<file path="config.mk">
export PLATFORM = sky130hd
export DESIGN_NAME = divider_qr
export DESIGN_NICKNAME = d
export VERILOG_FILES = /design/src/rtl/divider_pkg.sv /design/src/rtl/divider_step.sv /design/src/rtl/divider_qr.sv
export SDC_FILE = /design/constraint.sdc
export NUM_CORES = 1
export LEC_CHECK = 0
export CAP_MARGIN = 20
export CORE_MARGIN = 1
export CORE_UTILIZATION = 50
export DETAILED_ROUTE_END_ITERATION = 6
export PLACE_DENSITY = 0.71
export SYNTH_ARGS = -nofsm -noshare
export SYNTH_HDL_FRONTEND = slang
export SYNTH_SLANG_ARGS = --single-unit
</file>
<file path="constraint.sdc">
create_clock -name clk -period 10.6 [get_ports clk]
set_clock_uncertainty 0.1 [all_clocks]
set_input_delay 1.06 -clock clk [delete_from_list [all_inputs] [get_ports clk]]
set_output_delay 1.06 -clock clk [all_outputs]
set_load 0.005 [all_outputs]
</file>
<file path="src/rtl/divider_pkg.sv">
// Shared types and helpers for the divider_qr restoring divider.
package divider_pkg;

  typedef enum logic [1:0] {
    IDLE = 2'd0,
    CALC = 2'd1,
    DONE = 2'd2
  } div_state_t;

  // Bits needed to hold an iteration count of 0..width.
  function automatic int cnt_w(input int width);
    return $clog2(width + 1);
  endfunction

endpackage

</file>
<file path="src/rtl/divider_step.sv">
// One restoring shift-subtract step: shift in the next dividend bit, subtract the divisor if it fits.
module divider_step
  import divider_pkg::*;
#(
  parameter int WIDTH = 64
) (
  input  logic [WIDTH:0]   i_rem,
  input  logic             i_bit,
  input  logic [WIDTH-1:0] i_divisor,
  output logic [WIDTH:0]   o_rem,
  output logic             o_qbit
);

  logic [WIDTH+1:0] w_shift;
  logic [WIDTH:0]   w_div_ext;

  // Compare at full shifted width so the partial remainder MSB takes part in the decision.
  assign w_shift   = {i_rem, i_bit};
  assign w_div_ext = {1'b0, i_divisor};
  assign o_qbit    = (w_shift >= {1'b0, w_div_ext});
  assign o_rem     = o_qbit ? (w_shift[WIDTH:0] - w_div_ext) : w_shift[WIDTH:0];

endmodule

</file>
<file path="src/rtl/divider_qr.sv">
// Unsigned iterative restoring divider with joined AXI-stream operand inputs and a quotient/remainder output.
// Optional divide-by-zero flag on output_tuser when DIVIDER_DIVZERO_FLAG_EN is defined.
module divider_qr
  import divider_pkg::*;
#(
  parameter int WIDTH = 64
) (
  input  logic             clk,
  input  logic             rst,
  input  logic [WIDTH-1:0] input_dividen_tdata,
  input  logic             input_dividen_tvalid,
  output logic             input_dividen_tready,
  input  logic [WIDTH-1:0] input_divisor_tdata,
  input  logic             input_divisor_tvalid,
  output logic             input_divisor_tready,
  output logic [WIDTH-1:0] output_tdata,
  output logic [WIDTH-1:0] output_remainder_tdata,
  output logic             output_tvalid,
  input  logic             output_tready
`ifdef DIVIDER_DIVZERO_FLAG_EN
  ,
  output logic             output_tuser
`endif
);

  localparam int CW = cnt_w(WIDTH);

  div_state_t       r_state, w_next;
  logic [CW-1:0]    r_cnt;
  logic [WIDTH:0]   r_rem;
  logic [WIDTH-1:0] r_quo, r_div;
  logic             r_tvalid;
  logic [WIDTH-1:0] r_q_out, r_r_out;
  logic [WIDTH:0]   w_rem_nxt;
  logic             w_qbit, w_rdy, w_capture, w_zero, w_last, w_out_hs;
`ifdef DIVIDER_DIVZERO_FLAG_EN
  logic             r_tuser;
`endif

  assign w_rdy     = (r_state == IDLE);
  assign w_capture = w_rdy & input_dividen_tvalid & input_divisor_tvalid;
  assign w_zero    = (input_divisor_tdata == '0);
  assign w_last    = (r_cnt == CW'(1));
  assign w_out_hs  = r_tvalid & output_tready;

  divider_step #(.WIDTH(WIDTH)) u_step (
    .i_rem    (r_rem),
    .i_bit    (r_quo[WIDTH-1]),
    .i_divisor(r_div),
    .o_rem    (w_rem_nxt),
    .o_qbit   (w_qbit)
  );

  always_ff @(posedge clk or negedge rst) begin
    if (!rst) r_state <= IDLE;
    else      r_state <= w_next;
  end

  always_comb begin
    w_next = r_state;
    case (r_state)
      IDLE:    if (w_capture) w_next = w_zero ? DONE : CALC;
      CALC:    if (w_last) w_next = DONE;
      DONE:    if (w_out_hs) w_next = IDLE;
      default: w_next = IDLE;
    endcase
  end

  // Control and visible outputs; result registers only change when DONE is entered.
  always_ff @(posedge clk or negedge rst) begin
    if (!rst) begin
      r_cnt    <= '0;
      r_tvalid <= 1'b0;
      r_q_out  <= '0;
      r_r_out  <= '0;
`ifdef DIVIDER_DIVZERO_FLAG_EN
      r_tuser  <= 1'b0;
`endif
    end else begin
      if (w_capture && !w_zero) r_cnt <= CW'(WIDTH);
      else if (r_state == CALC) r_cnt <= r_cnt - CW'(1);

      if (w_capture && w_zero) begin
        r_tvalid <= 1'b1;
        r_q_out  <= '1;
        r_r_out  <= input_dividen_tdata;
`ifdef DIVIDER_DIVZERO_FLAG_EN
        r_tuser  <= 1'b1;
`endif
      end else if (r_state == CALC && w_last) begin
        r_tvalid <= 1'b1;
        r_q_out  <= {r_quo[WIDTH-2:0], w_qbit};
        r_r_out  <= w_rem_nxt[WIDTH-1:0];
`ifdef DIVIDER_DIVZERO_FLAG_EN
        r_tuser  <= 1'b0;
`endif
      end else if (w_out_hs) begin
        r_tvalid <= 1'b0;
      end
    end
  end

  // Working datapath is always re-initialised on capture, so it needs no reset.
  always_ff @(posedge clk) begin
    if (w_capture) begin
      r_rem <= '0;
      r_quo <= input_dividen_tdata;
      r_div <= input_divisor_tdata;
    end else if (r_state == CALC) begin
      r_rem <= w_rem_nxt;
      r_quo <= {r_quo[WIDTH-2:0], w_qbit};
    end
  end

  assign input_dividen_tready   = w_rdy;
  assign input_divisor_tready   = w_rdy;
  assign output_tdata           = r_q_out;
  assign output_remainder_tdata = r_r_out;
  assign output_tvalid          = r_tvalid;
`ifdef DIVIDER_DIVZERO_FLAG_EN
  assign output_tuser           = r_tuser;
`endif

endmodule

</file>
==> results of run 1 <==
## worst paths after layout
| check | startpoint | to | slack [ns] | cells after the start |
|---|---|---|---|---|
| hold reg to reg | r_quo[32] | output_tdata[33] | 0.37 | 2 |
| hold / removal | r_quo[32] | output_tdata[33] | 0.37 | 2 |
| setup / recovery | input_divisor_tdata[1] | output_remainder_tdata[9] | 5.77 | 9 |
| max in group asynchronous | rst | output_remainder_tdata[2] | 8.73 | 2 |
| setup reg to reg | r_div[59] | r_rem[22] | 6.28 | 13 |
| min in group asynchronous | rst | output_tdata[56] | 0.45 | 1 |
## power by group
part / switching, W / internal [W] / total (W)
Combinational: 0.00201 / 0.00149 / 0.00350
Sequential: 0.000430 / 0.00197 / 0.00239
Clock: 0.000547 / 0.000769 / 0.00132
Total: 0.00299 / 0.00423 / 0.00721
## worst max-delay path, cell delays in order
cell             delay (ns)
clkdlybuf4s50_1        0.43
nor4_1                 1.02
nand4_1                0.41
nor4_1                 0.34
buf_2                  0.26
and2_4                 0.51
buf_4                  0.76
a22oi_1                0.24
o21ai_0                0.12
## per-layer routing
metal / vias up / share of wire, % / GRT usage [%]
met5: - / 0 / 0
met3: 82 / 8.5 / 4.68
met2: 637 / 41 / 41.3
li1: 7066 / - / -
met1: 7123 / 47 / 45.8
met4: 0 / 3.2 / 10.4
## sequential cells by signal (all words and copies together) (netlist names)
| register | flops |
|---|---|
| r_rem | 65 |
| r_div | 64 |
| r_cnt | 7 |
| output_remainder_tdata | 64 |
| output_tdata | 64 |
| r_quo | 64 |
| output_tvalid | 1 |
| r_state | 2 |
## Yosys cell counts, types with 28 or more instances
cell type    n  area share, %
a21o_1      42            1.8
a21oi_1     88            2.6
a22oi_1     44            1.9
clkbuf_1    89            1.9
dfrtp_1    138             20
dfxtp_1     65            7.5
edfxtp_1   128             22
ha_1        66            4.8
inv_1       94            2.0
nand2_1    485             11
nand4_1     28            1.0
nor2_1      58            1.3
o21ai_0    207            6.0
xnor2_1     46            2.3
## layout make-up
class	instances	area [um2]
Antenna cell	2	5.00
Clock buffer	51	1120
Clock inverter	17	144
Fill cell	2904	12300
Inverter	94	355
Multi-Input combinational cell	1347	7830
Sequential cell	331	8600
Tap cell	448	561
Timing Repair Buffer	277	2760
## stage by stage
stage	worst slack (ns)	power, W
3_3_place_gp	4.96	0.00577
2_1_floorplan	6.46	0.00443
3_5_place_dp	4.75	0.00583
6_report	5.77	0.00721
4_1_cts	5.26	0.00716
5_1_grt	5.82	0.00766
## cell families after synthesis
| group | Yosys count | synth area share, % |
|---|---|---|
| AOI/OAI and AO/OA | 526 | 19.4 |
| xor gates and xnor gates | 68 | 3.45 |
| adders and majority gates | 67 | 4.91 |
| buffers and inverters | 210 | 4.94 |
| DFF | 331 | 49.9 |
| muxes | 22 | 1.28 |
| and+or+nand+nor | 664 | 16.1 |
==> impl_metrics.json, run 1 <==
{
  "required_ns": 10.96,
  "status": "finished, final reports clean",
  "syn_to_final_growth_pct": 24.0,
  "drive_gt1_share_pct": 5.34,
  "port_buffers": 263,
  "netlist-cell-type-count": 75,
  "path_class": "input port to register",
  "fp-row-count": 67,
  "power.leakage_nw": 9.04,
  "endpoint_kind": "register",
  "antenna_found_initial": 2,
  "via_per_inst": 5.81,
  "rsz0062_at_grt": "no",
  "hpwl_um": 38300,
  "cts_made_buffers": 37,
  "async_flop_share_pct": 41.7,
  "tns_ns": 0,
  "floorplan.initialDensity_pct": 51.2,
  "slew_violations": 0,
  "gr-usage-all-layers_pct": 29.5,
  "grt_overflow": 0,
  "cts.sinks": 331,
  "maxCapViolations": 0,
  "syn_nets": 2088,
  "seq_area_frac_synth_pct": 49.9,
  "die_height_um": 188,
  "pin_count": 264,
  "grt_first_pass_wirelength_um": 81000,
  "drtIter0Drc": 1685,
  "cts_tree": "done",
  "routed_wl_um": 52100,
  "placed_cells": 2494,
  "ant_nets": 0,
  "finalWeightedCongestion": 0.937,
  "worst_pin_slew_ns": 1.20,
  "firstDrtPassIters": 7,
  "avgSynthCellArea_um2": 9.13,
  "fmax_mhz": 207,
  "clockBufferDepth": 3,
  "synth_edf_count": 128,
  "worstSetupStartpointType": "input port",
  "stdcell_count": 2567,
  "post_drt_wl_per_cell_um": 20.3,
  "vias": 14908,
  "htree_levels": 2,
  "design_area_um2": 21400,
  "ys_seq_elements": 331,
  "core-area_um2": 33700,
  "clk_latency_ns": 0.55,
  "final_nets": 2288,
  "max-vdd-ir-drop_uv": 170,
  "ctsResizeCount": 0,
  "power_density_nw_per_um2": 338,
  "layout_commonest_cell": "nand2_1",
  "arrival_ns": 5.18,
  "grt_pass1_vias": 14018,
  "root_buffer": "clkbuf_16",
  "fin_hold_ws_ns": 0.369,
  "postCtsHoldBufs": 0,
  "synthCells": 1888,
  "mostFrequentLayoutCells": "nand2_1 (484), clkdlybuf4s50_1 (262), o21ai_0 (207), dfrtp_1 (138), edfxtp_1 (128)",
  "place_area_um2": 20100,
  "path_max_fanout": 89,
  "drc": 0,
  "synth_top_flop_cell": "dfrtp_1",
  "cts_setup_buffers": 0,
  "finalSetupViolations": 0,
  "fin_crit_sh_pct": 45.5,
  "finish.utilization_pct": 63.4,
  "relSlewSlack_pct": 19.1,
  "grt_max_degree": 122,
  "clkSlewWorstSetupHoldPaths_ns": 0.06,
  "syn_area_um2": 17200,
  "die_area_um2": 35200,
  "die_x_um": 188,
  "period_needed_ns": 4.83,
  "hold_class": "register to register",
  "finalHoldViolations": 0,
  "ys_warn_count": 0
}
Power figures use the tool's default switching activity.
==> run 2: changes to the inputs <==
==> constraint.sdc (replaced) <==
create_clock -name clk -period 4.9 [get_ports clk]
set_clock_uncertainty 0.1 [all_clocks]
set_input_delay 0.49 -clock clk [delete_from_list [all_inputs] [get_ports clk]]
set_output_delay 0.49 -clock clk [all_outputs]
set_load 0.005 [all_outputs]
==> impl_metrics.json, run 2 (synthesis results as in run 1) <==
{
  "finalHoldViolations": 24,
  "power_density_nw_per_um2": 725,
  "r2r_setup_slack_ns": 0.81,
  "die_height_um": 188,
  "final_nets": 2293,
  "firstDrtPassIters": 7,
  "routed_wl_um": 53200,
  "place_area_um2": 20100,
  "grt_max_degree": 122,
  "drtIter0Drc": 1831,
  "ant_nets": 0,
  "layout_commonest_cell": "nand2_1",
  "endpoint_kind": "register",
  "syn_to_final_growth_pct": 23.4,
  "timing.rr.start": "r_rem[18]",
  "finalWeightedCongestion": 0.947,
  "root_buffer": "clkbuf_16",
  "grt_first_pass_wirelength_um": 82400,
  "fmax_mhz": 245,
  "via_per_inst": 5.89,
  "drive_gt1_share_pct": 5.09,
  "violations": "DRC, hold timing",
  "r2r-end": "output_remainder_tdata[23]",
  "design_area_um2": 21300,
  "cts_made_buffers": 36,
  "rsz0062_at_grt": "no",
  "power.leakage_nw": 9.01,
  "hpwl_um": 39300,
  "maxCapViolations": 0,
  "die_x_um": 188,
  "slew_violations": 0,
  "clk_latency_ns": 0.53,
  "die_area_um2": 35200,
  "required_ns": 5.18,
  "gr-usage-all-layers_pct": 29.9,
  "htree_levels": 2,
  "relSlewSlack_pct": 32.0,
  "fillers": 2905,
  "finalSetupViolations": 0,
  "drc": 3,
  "mostFrequentLayoutCells": "nand2_1 (484), clkdlybuf4s50_1 (262), o21ai_0 (207), dfrtp_1 (138), edfxtp_1 (128)",
  "path_max_fanout": 42,
  "antenna_found_initial": 1,
  "path_class": "register to register",
  "cts_tree": "done",
  "tns_ns": 0,
  "grt_overflow": 0,
  "pin_count": 264,
  "worstSetupStartpointType": "register",
  "fp-row-count": 67,
  "largest_register_ffs": 65,
  "vias": 15142,
  "status": "finished, violations left",
  "multi_input_comb_area_um2": 7830,
  "clockBufferDepth": 3,
  "postCtsHoldBufs": 0,
  "fin_hold_ws_ns": -0.0148,
  "arrival_ns": 4.37,
  "period_needed_ns": 4.09,
  "grt_pass1_vias": 14039,
  "cts.sinks": 331,
  "max-vdd-ir-drop_uv": 347,
  "ctsResizeCount": 0,
  "r2r_cells": 12,
  "sequential_cell_area_um2": 8600,
  "port_buffers": 263,
  "post_drt_wl_per_cell_um": 20.7,
  "core-area_um2": 33700,
  "floorplan.initialDensity_pct": 51.2,
  "cts_setup_buffers": 0,
  "regMostFlops": "r_rem",
  "hold_class": "input port to async pin",
  "clkSlewWorstSetupHoldPaths_ns": 0.06,
  "finish.utilization_pct": 63.1,
  "fin_crit_sh_pct": 83.4,
  "worst_pin_slew_ns": 1.02
}
## run 2: changes by cell type in the layout (fill, tap and decap cells not counted)
cell | before | now
buf_4 | 11 | 18
clkbuf_1 | 3 | 14
inv_16 | 1 | 0
clkbuf_4 | 1 | 0
bufinv_16 | 1 | 0
clkinv_1 | 3 | 0
clkinv_2 | 7 | 2
buf_6 | 2 | 1
clkinvlp_4 | 3 | 0
diode_2 | 2 | 1
clkbuf_8 | 7 | 9
inv_4 | 1 | 3
clkbuf_16 | 40 | 36
## run 2: how the worst max path moves through the flow
stage                                        from                    endpoint  slack, ns  depth (start not counted)
final                                   r_rem[18]  output_remainder_tdata[23]       0.81                         12
after detailed placement                r_rem[18]  output_remainder_tdata[23]       0.82                         12
after global placement    input_divisor_tdata[59]  output_remainder_tdata[27]       0.28                          9
after CTS                               r_rem[18]  output_remainder_tdata[23]       0.78                         12
after global routing                    r_div[18]  output_remainder_tdata[23]       0.50                         13
after floorplan                        r_state[0]                    r_div[0]       1.20                          5
## run 2: power by group
part | switching [W] | total [W] | internal [W]
combinational | 0.00435 | 0.00758 | 0.00324
clock | 0.00110 | 0.00261 | 0.00151
sequential | 0.000971 | 0.00522 | 0.00425
total | 0.00642 | 0.0154 | 0.00900
## run 2: critical path, cell delays in order (launching register included)
cell and delay [ns]:
dfxtp_1 0.39, ha_1 0.40, and2_1 0.21, nand3_1 0.11
or4_1 0.55, nor4_1 0.29, a2111oi_0 0.11, o31ai_1 0.12
a31o_2 0.48, buf_4 0.47, buf_4 0.31, mux2i_1 0.28
o21ai_0 0.11
## run 2: through the flow
step / std cells / power (W) / setup slack (ns)
floorplan: 1888 / 0.00959 / 1.20
global placement: 2501 / 0.0125 / 0.283
detailed placement: 2502 / 0.0127 / 0.817
CTS: 2567 / 0.0153 / 0.778
global route: 2568 / 0.0164 / 0.502
finish: 2569 / 0.0154 / 0.815
## run 2: area by class of cell
cell class	instances	area share (%)
antenna	1	0.0118
clock buffer	59	5.06
clock inverter	6	0.223
inverter	94	1.67
multi-input combinational	1347	36.8
sequential	331	40.4
tap	448	2.63
timing repair buffer	283	13.2
## run 2: per-layer routing
layer / track usage [%] / routed length, um / vias to the layer above
met1: 46.4 / 24200 / 7254
met2: 42.4 / 22200 / 756
met5: 0 / 0 / -
met3: 5.11 / 5380 / 86
met4: 8.72 / 1450 / 0
li1: - / - / 7046
==> patch 1 (flow settings as in run 1) <==
Add a define of `DIVIDER_DIVZERO_FLAG_EN`.
--- a/src/rtl/divider_qr.sv
+++ b/src/rtl/divider_qr.sv
@@ -1,4 +1,6 @@
 // Unsigned iterative restoring divider with joined AXI-stream operand inputs and a quotient/remainder output.
 // Optional divide-by-zero flag on output_tuser when DIVIDER_DIVZERO_FLAG_EN is defined.
+`define DIVIDER_DIVZERO_FLAG_EN
+
 module divider_qr
   import divider_pkg::*;
New outputs: output_tuser. Check against the original RTL: not settled (the Yosys comparison gave no result); the edit may change what the design does.
==> patch 1 against run 1 <==
Register-to-register slack worse by 0.28 ns. Sequential cell count up 1. Design area up 0.77%. Final cell count up 0.27%. Area after synthesis up 1.8%. Setup slack better by 0.23 ns. Wire length up 4.2%. Combinational power down 2%. Total power down 3.5%. Via count up 2.7%. Critical path type is now flip-flop to flip-flop. Largest power group unchanged.
==> patch 1: results (changes against run 1) <==
| Metric | Value |
|---|---|
| Clock Tree Buf Depth | 3 (unchanged) |
| Status | complete, no violations (unchanged) |
| Syn avg cell area | 9.282 um2 (was 9.132 um2) |
| CTS buffer count | 36 (was 37) |
| Synth warnings | 0 (unchanged) |
| CTS root buf | clkbuf_16 (unchanged) |
| Vias in the first global route | 14.45k (was 14.02k) |
| Ys async rst share | 41.87% (was 41.69%) |
| Post-DP HPWL | 40280 um (was 38310 um) |
| Synth area leaders | edfxtp_1 (22%), dfrtp_1 (20%), nand2_1 (9.2%), dfxtp_1 (7.4%), ha_1 (4.7%) (was edfxtp_1 (22%), dfrtp_1 (20%), nand2_1 (11%), dfxtp_1 (7.5%), o21ai_0 (6.0%)) |
| Drt total wl | 54290 um (was 52090 um) |
| # fillers | 3018 (was 2904) |
| Worst-path clk slew | 0.06 ns (about the same) |
| Worst path arrival time | 4.88 ns (was 5.18 ns) |
| Number of antenna diodes | 0 (was 2) |
| Most used DFF post-synth | dfrtp_1 (unchanged) |
| Max FFs per register | 65 (unchanged) |
| Worst hold path class | flip-flop to flip-flop (unchanged) |
| Initial antenna violation count | 0 (was 2) |
| Unique masters post-synth | 75 (unchanged) |
| Max FO, Critical Path | 49 (was 89) |
| First-pass GRT wire length | 83840 um (was 80980 um) |
| Setup Fix Bufs, Post-CTS | 0 (unchanged) |
| Sequential share of the synthesized area | 49.15% (was 49.87%) |
| Via count | 15.31k (was 14.91k) |
| Maximum level of the CTS H-tree | 2 (unchanged) |
| Post-Syn Nets | 2090 (was 2088) |
| Drt via density | 5.947 (was 5.808) |
| Total track usage | 30.20% (was 29.52%) |
| Placed Cells | 2510 (was 2494) |
| Synth cell count leaders | nand2_1 (432), o21ai_0 (159), dfrtp_1 (139) (was nand2_1 (485), o21ai_0 (207), dfrtp_1 (138)) |
| Largest net degree at the start of global routing | 108 (was 122) |
| Post-CTS resize count | 0 (unchanged) |
| DRT iter0 DRCs | 1393 (was 1685) |
| Max-slew headroom | 29.01% (was 19.11%) |
| Share of layout cells above drive strength 1 | 4.342% (was 5.338%) |
| Clock latency on the worst-skew pair | 0.54 ns |
| Input/output buffers | 264 (was 263) |
| Placer congestion estimate | 0.9264 (was 0.9369) |
| Final net count | 2293 (was 2288) |
| Largest register by flop count | r_rem (unchanged) |
| P_leak | 0.009008 uW (was 0.009045 uW) |
| Dpl cell area | 20380 um2 (was 20060 um2) |
| First-pass DRT Iterations | 5 (was 7) |
| VDD IR-drop max | 0.0001864 V (was 0.0001697 V) |
| EDFF count, synth | 128 (unchanged) |
-- patch 1: cell type report --
class,count,area (um2),area share (%)
clock buffers,46,998.5,4.637
clock inverters,18,155.1,0.7205
well taps,455,569.3,2.644
flip-flops and latches,332,8623,40.04
multi-input cells,1362,8122,37.71
repair buffers,279,2756,12.80
inverters,82,310.3,1.441
-- patch 1: metrics by stage --
stage          hold slack (ns)  setup WS [ns]  total power (uW)
2_1_floorplan           0.3406          6.605              4408
3_3_place_gp            0.3499          5.465              5610
3_5_place_dp            0.3522          5.274              5668
4_1_cts                 0.3706          5.821              6921
5_1_grt                 0.3933          5.740              7402
6_report                0.3656          6.000              6964
-- patch 1: final timing paths --
check	from	end	slack, ns	cells past startpoint
max	r_rem[57]$_SDFFE_PP0P_	output_remainder_tdata[26]$_DFFE_PN0P_	6.00	11
min	r_quo[11]$_DFFE_PP_	output_tdata[12]$_DFFE_PN0P_	0.37	2
max reg2reg	r_rem[57]$_SDFFE_PP0P_	output_remainder_tdata[26]$_DFFE_PN0P_	6.00	11
min reg2reg	r_quo[11]$_DFFE_PP_	output_tdata[12]$_DFFE_PN0P_	0.37	2
max in group asynchronous	rst	output_remainder_tdata[32]$_DFFE_PN0P_	8.61	2
min in group asynchronous	rst	output_tdata[0]$_DFFE_PN0P_	0.44	1
-- patch 1: routing by layer --
metal | vias up | share of wire [%] | wire length [um] | track usage, %
met1 | 7373 | 47 | 25490 | 46.62
met2 | 684 | 43 | 23140 | 44.03
li1 | 7176 | - | - | -
met3 | 75 | 8.2 | 4479 | 4.541
met5 | - | 0 | 0 | 0
met4 | 0 | 2.2 | 1179 | 7.599
-- patch 1: kinds of logic after synthesis --
family / share of synthesized area [%]
adders and majority gates: 4.821
AOI/OAI and AO/OA: 19.26
DFF: 49.15
xor gates and xnor gates: 3.295
buffers and inverters: 4.757
and+or+nand+nor: 16.36
muxes: 2.346
-- patch 1: where the power goes --
part	switching [uW]	total (uW)	internal [uW]
Combinational	2020	3440	1420
Clock	524	1240	717
Sequential	372	2290	1920
Total	2910	6960	4050
-- patch 1: critical path: stages, from the launching register on --
cell and delay, ns:
dfxtp_1 0.36, ha_1 0.43, and3_1 0.23, nand4_1 0.19, nor4_1 0.76, nand4_1 0.24
nor3_1 0.34, a2111oi_0 0.15, a21bo_2 0.23, buf_4 0.61, mux2i_1 0.59, o21ai_0 0.14
==> patch 2 (flow settings as in run 1) <==
Made on the original files. Re-encode `div_state_t` (3 states) as one-hot, 3 bits wide.
--- a/src/rtl/divider_pkg.sv
+++ b/src/rtl/divider_pkg.sv
@@ -2,8 +2,8 @@
 package divider_pkg;
 
-  typedef enum logic [1:0] {
-    IDLE = 2'd0,
-    CALC = 2'd1,
-    DONE = 2'd2
+  typedef enum logic [2:0] {
+    IDLE = 3'b001,
+    CALC = 3'b010,
+    DONE = 3'b100
   } div_state_t;
 
Formal check against the unedited RTL: no difference found for any inputs over 4 cycles, from zero or initial values and one cycle with rst low; so few cycles prove little.
==> patch 2 against run 1 <==
Area after synthesis decreased by 0.41%. Global-route usage down 1.3 points. Die area shrank 0.41%. Setup slack improved by 0.17 ns. Via count grew 0.29%. Critical path depth rose by 5. Wire length decreased by 3.3%. Sequential cell count up 1. Design area is 0.76% lower. Critical endpoint is now output_remainder_tdata[37]$_DFFE_PN0P_. Utilization down 0.48 points. Non-clock buffer count is the same.
Power is not compared: it rests on default switching activity, and its combinational part moved more than twofold at a synthesized area within 25%.
==> patch 2: results (changes against run 1) <==
| Metric | Value |
|---|---|
| Status | complete, no violations (unchanged) |
| Placer congestion estimate | 0.9309 (was 0.9369) |
| Sequential share of the synthesized area | 50.23% (was 49.87%) |
| GR met2 Demand/Resource | 42.65% (was 41.28%) |
| Yosys reg bits | 332 (was 331) |
| Multi-input gate share of total cell area | 36.69% (was 36.65%) |
| Vias in the first global route | 13.83k (was 14.02k) |
| Worst path arrival time | 4.93 ns (was 5.18 ns) |
| Drt via density | 5.788 (was 5.808) |
| CTS buffer count | 36 (was 37) |
| Post-Layout Cell Count | 2583 (was 2567) |
| Compound-Gate Fraction of Synth Area | 18.90% (was 19.44%) |
| Post-DP HPWL | 36270 um (was 38310 um) |
| Area Overhead vs Synth | 23.53% (was 23.96%) |
| Drt total wl | 50350 um (was 52090 um) |
| Synth Instances | 1905 (was 1888) |
| Placed Cells | 2515 (was 2494) |
| Worst reg2reg path depth | 14 (was 13) |
| Share of layout cells above drive strength 1 | 4.171% (was 5.338%) |
| Synth Area in Adders | 4.926% (was 4.906%) |
| Final net count | 2307 (was 2288) |
| Synth cell count leaders | nand2_1 (424), dfrtp_1 (138), o21ai_0 (136) (was nand2_1 (485), o21ai_0 (207), dfrtp_1 (138)) |
| Synth area leaders | edfxtp_1 (22%), dfrtp_1 (20%), nand2_1 (9.3%), dfxtp_1 (7.6%), ha_1 (4.8%) (was edfxtp_1 (22%), dfrtp_1 (20%), nand2_1 (11%), dfxtp_1 (7.5%), o21ai_0 (6.0%)) |
| Die area | 35080 um2 (was 35230 um2) |
| ClkCell Share | 5.357% (was 5.896%) |
| Reg area | 8625 um2 (was 8598 um2) |
| Pre-CTS WS | 5.055 ns (was 4.753 ns) |
| FF-to-FF setup slack | 5.95 ns (was 6.28 ns) |
| Post-Syn Nets | 2105 (was 2088) |
| CP startpoint | r_quo[63]$_DFFE_PP_ (was input_divisor_tdata[1]) |
| Met3 Use GR | 3.959% (was 4.679%) |
| Slowest cell on the critical path | mux2i_1 (was nor4_1) |
| Inverters | 92 (was 94) |
| Multi-input gates | 1368 (was 1347) |
| Buffering overhead | 13.00% (was 12.92%) |
| Ys async rst share | 41.87% (was 41.69%) |
| Clock latency on the worst-skew pair | 0.53 ns (was 0.55 ns) |
| DRT iter0 DRCs | 1359 (was 1685) |
| # fillers | 2913 (was 2904) |
| Minimum clock period | 4.653 ns (was 4.827 ns) |
| First-pass GRT wire length | 78160 um (was 80980 um) |
| Initial antenna violation count | 1 (was 2) |
| Proportion of synthesized area in mux cells | 1.348% (was 1.277%) |
| First-pass DRT Iterations | 5 (was 7) |
| Number of antenna diodes | 1 (was 2) |
patch 2: cell types whose count changed in the layout (fill, tap and decap cells not counted), sizes merged, moves of 6 or more:
| cell | run 1 | this run |
|---|---|---|
| a32oi | 12 | 3 |
| nand3 | 20 | 36 |
| nor2 | 60 | 90 |
| a21o | 42 | 20 |
| a22oi | 44 | 60 |
| a221o | 11 | 2 |
| a211oi | 7 | 13 |
| a21oi | 90 | 129 |
| a222oi | 11 | 0 |
| o21ai | 224 | 236 |
| nand2 | 485 | 424 |
| nor3 | 15 | 24 |
patch 2: how the worst min path moves through the flow:
stage	cells past startpoint	slack (ns)	to	startpoint
global placement	2	0.35	r_rem[64]$_SDFFE_PP0P_	r_rem[64]$_SDFFE_PP0P_
CTS	2	0.37	output_tdata[58]$_DFFE_PN0P_	r_quo[57]$_DFFE_PP_
detailed placement	2	0.35	output_tdata[53]$_DFFE_PN0P_	r_quo[52]$_DFFE_PP_
floorplan	2	0.34	r_rem[64]$_SDFFE_PP0P_	r_rem[64]$_SDFFE_PP0P_
global route	2	0.39	output_tdata[48]$_DFFE_PN0P_	r_quo[47]$_DFFE_PP_
finish	2	0.37	output_tdata[58]$_DFFE_PN0P_	r_quo[57]$_DFFE_PP_
patch 2: worst register-to-register path, delay by kind of cell, from the launching register on:
family                   cells  cell delay (ns)
multiplexers                 1             0.68
adder cells (fa/ha/maj)      2             0.59
flip-flops                   1             0.43
AO/OA/AOI/OAI                7             1.75
buffers and inverters        3             0.69
AND/OR/NAND/NOR              1             0.25
patch 2: metal layers:
metal | wire length, um | share of wire (%)
met2 | 22050 | 44
met5 | 0 | 0
met4 | 1229 | 2.4
met3 | 3929 | 7.8
met1 | 23150 | 46
